File: src/rtl/uart_fifo_drain.sv
// uart_fifo_drain
//   Pops bytes from the 16-entry sample FIFO and sends each one as a UART frame.
//   The frame is 8 data bits sent LSB first, an optional parity bit, and 1 or 2
//   stop bits. A 16-bit counter records how many frames have been completed.
//
// Parameters
//   CLKS_PER_BIT : sys_clock cycles per UART bit (must be 2 or more)
//   PARITY       : 0 = none, 1 = even, 2 = odd
//   STOP_BITS    : 1 or 2
//
// Ports
//   sys_clock   in   system clock; all state changes on its rising edge
//   reset       in   asynchronous reset, active high
//   enable      in   allows a new frame to start; sampled only while idle
//   fifo_empty  in   FIFO isEmpty flag
//   fifo_data   in   FIFO registered read data
//   fifo_rd_en  out  one-cycle read pulse to the FIFO
//   tx          out  UART serial line; idles high
//   busy        out  high from FETCH through the end of the last stop bit
//   frame_done  out  one-cycle pulse after the last stop bit
//   bytes_sent  out  completed-frame count; wraps at 16 bits
module uart_fifo_drain #(
    parameter int CLKS_PER_BIT = 434,
    parameter int PARITY       = 0,
    parameter int STOP_BITS    = 1
) (
    input  logic        sys_clock,
    input  logic        reset,
    input  logic        enable,
    input  logic        fifo_empty,
    input  logic [7:0]  fifo_data,
    output logic        fifo_rd_en,
    output logic        tx,
    output logic        busy,
    output logic        frame_done,
    output logic [15:0] bytes_sent
);

    localparam int            CW        = (CLKS_PER_BIT > 1) ? $clog2(CLKS_PER_BIT) : 1;
    localparam logic [CW-1:0] CNT_LAST  = CW'(CLKS_PER_BIT - 1);
    localparam logic [2:0]    STOP_LAST = 3'(STOP_BITS - 1);

    typedef enum logic [2:0] {
        S_IDLE,
        S_FETCH,
        S_LATCH,
        S_START,
        S_DATA,
        S_PARITY,
        S_STOP
    } state_t;

    state_t        state, state_n;
    logic [CW-1:0] baud_cnt, baud_cnt_n;
    logic [2:0]    bit_idx, bit_idx_n;
    logic [7:0]    shreg, shreg_n;
    logic          parity_bit, parity_bit_n;
    logic          tx_n, rd_en_n, busy_n, done_n;
    logic [15:0]   bytes_n;

    logic          bit_end;
    logic [CW-1:0] baud_step;

    assign bit_end   = (baud_cnt == CNT_LAST);
    assign baud_step = bit_end ? '0 : baud_cnt + 1'b1;

    always_ff @(posedge sys_clock or posedge reset) begin
        if (reset) begin
            state      <= S_IDLE;
            baud_cnt   <= '0;
            bit_idx    <= '0;
            shreg      <= '0;
            parity_bit <= 1'b0;
            tx         <= 1'b1;
            fifo_rd_en <= 1'b0;
            busy       <= 1'b0;
            frame_done <= 1'b0;
            bytes_sent <= '0;
        end else begin
            state      <= state_n;
            baud_cnt   <= baud_cnt_n;
            bit_idx    <= bit_idx_n;
            shreg      <= shreg_n;
            parity_bit <= parity_bit_n;
            tx         <= tx_n;
            fifo_rd_en <= rd_en_n;
            busy       <= busy_n;
            frame_done <= done_n;
            bytes_sent <= bytes_n;
        end
    end

    // Every output is registered: this block computes the value each register
    // takes at the next edge, so tx changes on the edge that ends a bit time.
    always_comb begin
        state_n      = state;
        baud_cnt_n   = baud_cnt;
        bit_idx_n    = bit_idx;
        shreg_n      = shreg;
        parity_bit_n = parity_bit;
        tx_n         = tx;
        rd_en_n      = 1'b0;
        busy_n       = busy;
        done_n       = 1'b0;
        bytes_n      = bytes_sent;

        case (state)
            S_IDLE: begin
                tx_n   = 1'b1;
                busy_n = 1'b0;
                if (enable && !fifo_empty) begin
                    state_n = S_FETCH;
                    rd_en_n = 1'b1;
                    busy_n  = 1'b1;
                end
            end

            // The FIFO registers d_out at the end of this cycle.
            S_FETCH: state_n = S_LATCH;

            // d_out is valid now; the FIFO advances its read address on the
            // falling edge of read_en, so fifo_empty is settled again long
            // before IDLE is re-entered.
            S_LATCH: begin
                shreg_n      = fifo_data;
                parity_bit_n = (PARITY == 2) ? ~^fifo_data : ^fifo_data;
                tx_n         = 1'b0;
                baud_cnt_n   = '0;
                bit_idx_n    = '0;
                state_n      = S_START;
            end

            S_START: begin
                baud_cnt_n = baud_step;
                if (bit_end) begin
                    tx_n      = shreg[0];
                    shreg_n   = {1'b0, shreg[7:1]};
                    bit_idx_n = '0;
                    state_n   = S_DATA;
                end
            end

            // shreg[0] always holds the next data bit to drive.
            S_DATA: begin
                baud_cnt_n = baud_step;
                if (bit_end) begin
                    if (bit_idx == 3'd7) begin
                        bit_idx_n = '0;
                        if (PARITY != 0) begin
                            tx_n    = parity_bit;
                            state_n = S_PARITY;
                        end else begin
                            tx_n    = 1'b1;
                            state_n = S_STOP;
                        end
                    end else begin
                        bit_idx_n = bit_idx + 3'd1;
                        tx_n      = shreg[0];
                        shreg_n   = {1'b0, shreg[7:1]};
                    end
                end
            end

            S_PARITY: begin
                baud_cnt_n = baud_step;
                if (bit_end) begin
                    tx_n      = 1'b1;
                    bit_idx_n = '0;
                    state_n   = S_STOP;
                end
            end

            // bit_idx is reused to count stop bits.
            S_STOP: begin
                baud_cnt_n = baud_step;
                tx_n       = 1'b1;
                if (bit_end) begin
                    if (bit_idx == STOP_LAST) begin
                        bit_idx_n = '0;
                        state_n   = S_IDLE;
                        done_n    = 1'b1;
                        busy_n    = 1'b0;
                        bytes_n   = bytes_sent + 16'd1;
                    end else begin
                        bit_idx_n = bit_idx + 3'd1;
                    end
                end
            end

            default: begin
                state_n = S_IDLE;
                tx_n    = 1'b1;
                busy_n  = 1'b0;
            end
        endcase
    end

endmodule

File: config.mk
export PLATFORM = sky130hd
export DESIGN_NAME = uart_fifo_drain
export DESIGN_NICKNAME = d
export VERILOG_FILES = /design/src/rtl/uart_fifo_drain.sv
export SDC_FILE = /design/constraint.sdc
export NUM_CORES = 1
export LEC_CHECK = 0
export ABC_AREA = 1
export CAP_MARGIN = 20
export CELL_PAD_IN_SITES_DETAIL_PLACEMENT = 1
export CELL_PAD_IN_SITES_GLOBAL_PLACEMENT = 1
export CORE_MARGIN = 2
export CORE_UTILIZATION = 44
export DETAILED_ROUTE_END_ITERATION = 12
export GPL_TIMING_DRIVEN = 0
export PLACE_DENSITY = 0.91
export SYNTH_ARGS = -nofsm -noshare
export SYNTH_HDL_FRONTEND = slang
export SYNTH_SLANG_ARGS = --single-unit
File: constraint.sdc
create_clock -name sys_clock -period 4.6 [get_ports sys_clock]
set_clock_uncertainty 0.2 [all_clocks]
set_input_delay 0.92 -clock sys_clock [delete_from_list [all_inputs] [get_ports sys_clock]]
set_output_delay 0.92 -clock sys_clock [all_outputs]
set_load 0.02 [all_outputs]
* Word level (Yosys, flattened, before mapping)
Cells that the tools add are included.
Cells by class: mux-type cells 33, equal/unequal tests 17, reduce and logical (&&, ||, !) cells 16, add/subtract/negate cells 3, bitwise gates (word level) 2
Operator list (number):
- 3-bit two-way mux | 12
- 8-bit two-way mux | 3
- 8-bit one-hot mux with 3 select lines | 1
- 3-bit one-hot mux with 7 select lines | 1
- 9-bit one-hot mux with 2 select lines | 1
- 16-bit by 1-bit adder with 16-bit output, second input constant | 1
- 2-bit != test, second input constant | 8
- 3-bit == test, second input constant | 4
- 3-bit one-hot mux with 4 select lines | 1
- 4-bit AND reduction | 3
- 1-bit two-way mux | 11
- 9-bit by 1-bit adder with 9-bit output, second input constant | 1
- 9-bit == test, second input constant | 1
- 9-bit two-way mux | 1
- 7-bit AND reduction | 1
- 3-bit by 2-bit == test with 1-bit output, second input constant | 2
- 3-bit logical NOT | 2
- 3-bit AND reduction | 2
- 1-bit one-hot mux with 5 select lines | 1
- 5-bit OR reduction | 1
- 4-bit nonzero test | 1
- 4-bit OR reduction | 1
- 3-bit by 1-bit adder with 3-bit output, second input constant | 1
- 3-bit by 1-bit == test with 1-bit output, second input constant | 1
- 8 further kinds | 9
Storage, ports and cells: bits of input ports 12, output and inout bits 20, register bits 43, logic and storage cells 80

* Depth between registers and ports, before layout
depth after elaboration 4, depth in mapped cells 10, depth with buffers taken out 9

* Worst setup path after synthesis
Ideal clock, no wire load.
path type input -> register, from in fifo_empty, to reg state[2], stages 8, setup time 0.117 ns, arrival time 1.433 ns, path slack 2.851 ns, cell sequence inv_1 -> nand2_1 -> nand3_1 -> nand2_1 -> a21oi_4 -> nand2_1 -> nand2_1 -> nand2_1
Between the ends: longest elaborated chain between the ends 4
Ends and longest elaborated chain:
- start, declared | line 30 | input logic fifo_empty,
- 1-bit logical NOT | line 111 | if (enable && !fifo_empty) begin
- 1-bit logical AND | line 111
- 2-bit != test (no source line)
- 7-bit AND reduction (no source line)
- end signal, assigned | line 80 | state <= state_n;
- end, declared | line 53 | state_t state, state_n;
Every way passes these cells. A chain may end at the register's enable or synchronous reset.

* Worst setup path after layout
from reg bytes_sent[5], to out bytes_sent[5]
RTL lines:
- start, declared | line 36 | output logic [15:0] bytes_sent
- start signal, assigned | line 89 | bytes_sent <= bytes_n;
No word-level cell between the ends.

==> metrics.cfg <==
[run_status]
status = finished clean

[synth]
synthArstFlopShare_pct = 100.0
synth_top_area_share_pct = 38.82
synth.net_count = 388
synth_flop_cell = dfrtp_1
synth_area_um2 = 2708
synth_edf_count = 0
yosysWarnings = 0
avgSynthCellArea_um2 = 7.318
synth_cell_type_count = 30
syn_inst = 370
yosys_register_bits = 43
yosys.area.top_type = dfrtp_1
synth_common_cells = 148 x nand2_1, 42 x dfrtp_1, 38 x nand3_1, 32 x inv_1, 30 x nor2_1
synth_area_leaders = dfrtp_1 39%, nand2_1 21%, nand3_1 7.0%
yosysSeqAreaShare_pct = 39.79
synth_most_common_cell = nand2_1

[routing]
num_vias = 2536
drt_first_pass_iters = 4
routed_wl_um = 7233
drtAntennaViolNets = 0
drt_iter0_markers = 100
wl_per_cell_um = 14.91
drc = 0
vias_per_cell = 5.229

[hold_path]
hp-start = tx
hold_path_depth = 2
hold_path_class = reg2reg

[floorplanning]
core_area_um2 = 5921
fp-row-count = 28
die_x_um = 82.45
pin_count = 32
die_y_um = 82.45
initial_core_util_pct = 45.73
dieArea_um2 = 6797

[placement]
place_hpwl_um = 5390
portBuffers = 31
place_congestion = 0.8291
placed_cells = 477

[worst_setup_path]
critPathTopFamily = buffers and inverters
critPathMaxStageDelay_ns = 0.66
critPathLaunch = bytes_sent[5]
reg2reg_depth = 9
crit_type = reg2out
critPathRequiredTime_ns = 3.48
path_cells = clkdlybuf4s50_1
worstPathMaxFanout = 6
critPathSlowestCell = clkdlybuf4s50_1
cp.arrival_ns = 1.44
crit-reg2reg-launch = bit_idx[0]
cp.depth = 1
start_kind = flop
cp_num_buf_inv = 1
crit_path_end_kind = output port

[sta]
tns_ns = 0
rsz0062_at_grt = false
finalSetupViolCount = 0
tightest_slew_ns = 0.3570
maxSlewHeadroom_pct = 76.11
fin_crit_ns = 2.563
finalCritPeriodShare_pct = 55.72
slew_violations = 0
hold_viol_final = 0
fmax_mhz = 390.1

[clock_network]
insertion_delay_ns = 0.30
post_cts_buffers = 0
clockBufferDepth = 2
root_buffer = clkbuf_8
cts_buffers = 5
cts-hold-fix-buffers = 0
htreeDepth = 2
clock-sinks = 43
cts_resized = 0
clkTransAtPathRegs_ns = 0.08
cts_tree = yes

[global_route]
grt_pass1_vias = 2643
overflow = 0
grt_start_max_net_pins = 39
antenna_found_initial = 0
gr-usage-all-layers_pct = 23.90
grt_first_pass_wirelength_um = 12360

[cells_and_area]
finalNonFillerCells = 485
final_layout_size_suffix_gt1_share_pct = 10.98
final_util_pct = 54.25
finalNetCount = 427
area_delta_synth_final_pct = 18.62
diodes = 0

[pwr]
p_leak_nw = 1.592
max-vdd-ir-drop_mv = 0.1176
cellPowerDensity_nw_per_um2 = 203.1

[flow_run]
maxCapViolations = 0

[worst paths after layout]
check / to / slack (ns)
min reg2reg: tx / 0.27
max reg2reg: shreg[5] / 2.68
min in group asynchronous: shreg[3] / 0.62
max in group asynchronous: tx / 3.08
max: bytes_sent[5] / 2.04
min: tx / 0.27
[kinds of logic (layout without fill, tap and decap cells)]
family,Yosys count,after routing,share of synthesized area (%)
AOI/OAI and AO/OA,18,18,4.021
xor gates and xnor gates,9,9,2.911
DFF,43,43,39.79
adders and majority gates,6,6,2.773
and+or+nand+nor,250,250,43.11
buffers and inverters,44,84,7.394
[area by class of cell]
class	count	area (µm²)
sequential	43	1077
multi-input combinational	283	1430
timing repair buffer	32	330.3
buffer	6	57.56
clock buffer	8	80.08
inverter	38	142.6
fill	776	2709
tap	75	93.84
[worst reg2reg max path: stages (launching register included)]
cell and delay [ns]:
dfrtp_1 0.41, ha_1 0.23, ha_1 0.18, inv_1 0.06, nand3_1 0.18, o21ai_2 0.15, nand3_4 0.17, nand2_4 0.15
nand2_1 0.07, nand2_1 0.06
[registers in the layout, indices dropped and copies added, names as in the netlist]
signal / cells
baud_cnt: 9
bit_idx: 3
busy: 1
bytes_sent: 16
fifo_rd_en: 1
frame_done: 1
shreg: 8
state: 3
tx: 1
[routing by layer]
| layer | GRT usage [%] | wire length (µm) | up-vias |
|---|---|---|---|
| met2 | 42.02 | 3677 | 48 |
| met1 | 30.02 | 3273 | 1234 |
| met5 | 0 | 0 | - |
| li1 | - | - | 1247 |
| met3 | 3.370 | 202 | 7 |
| met4 | 7.833 | 80 | 0 |
[cells in the final DEF (no fill, tap or decap), drive strengths merged]
cell / count
clkdlybuf4s50: 31
dfrtp: 42
nor2: 34
o22ai: 1
a21oi: 5
inv: 38
clkbuf: 8
nand4: 8
nand2: 159
nor3: 5
o211ai: 1
buf: 7
ha: 6
xor2: 6
dfstp: 1
nand3: 43
and2: 1
o21ai: 11
xnor2: 3
[power breakdown]
| part | switching [mW] | internal (mW) | leakage, nW |
|---|---|---|---|
| registers | 0.00206 | 0.381 | 0.540 |
| clock network | 0.134 | 0.108 | 0.0395 |
| logic | 0.0137 | 0.0133 | 1.01 |
| total | 0.150 | 0.503 | 1.59 |
[per-stage QoR]
stage / cell area, µm² / setup WS, ns / hold slack (ns) / total power [mW]
final: 3212 / 2.037 / 0.2698 / 0.6523
after CTS: 3212 / 2.030 / 0.2764 / 0.6570
after global placement: 3112 / 1.469 / 0.2598 / 0.4153
after detailed placement: 3132 / 2.304 / 0.2611 / 0.4186
after floorplan: 2708 / 2.479 / 0.2759 / 0.4021
after global routing: 3212 / 1.986 / 0.2939 / 0.6759
Note: power is estimated with default switching activity, not from simulation.
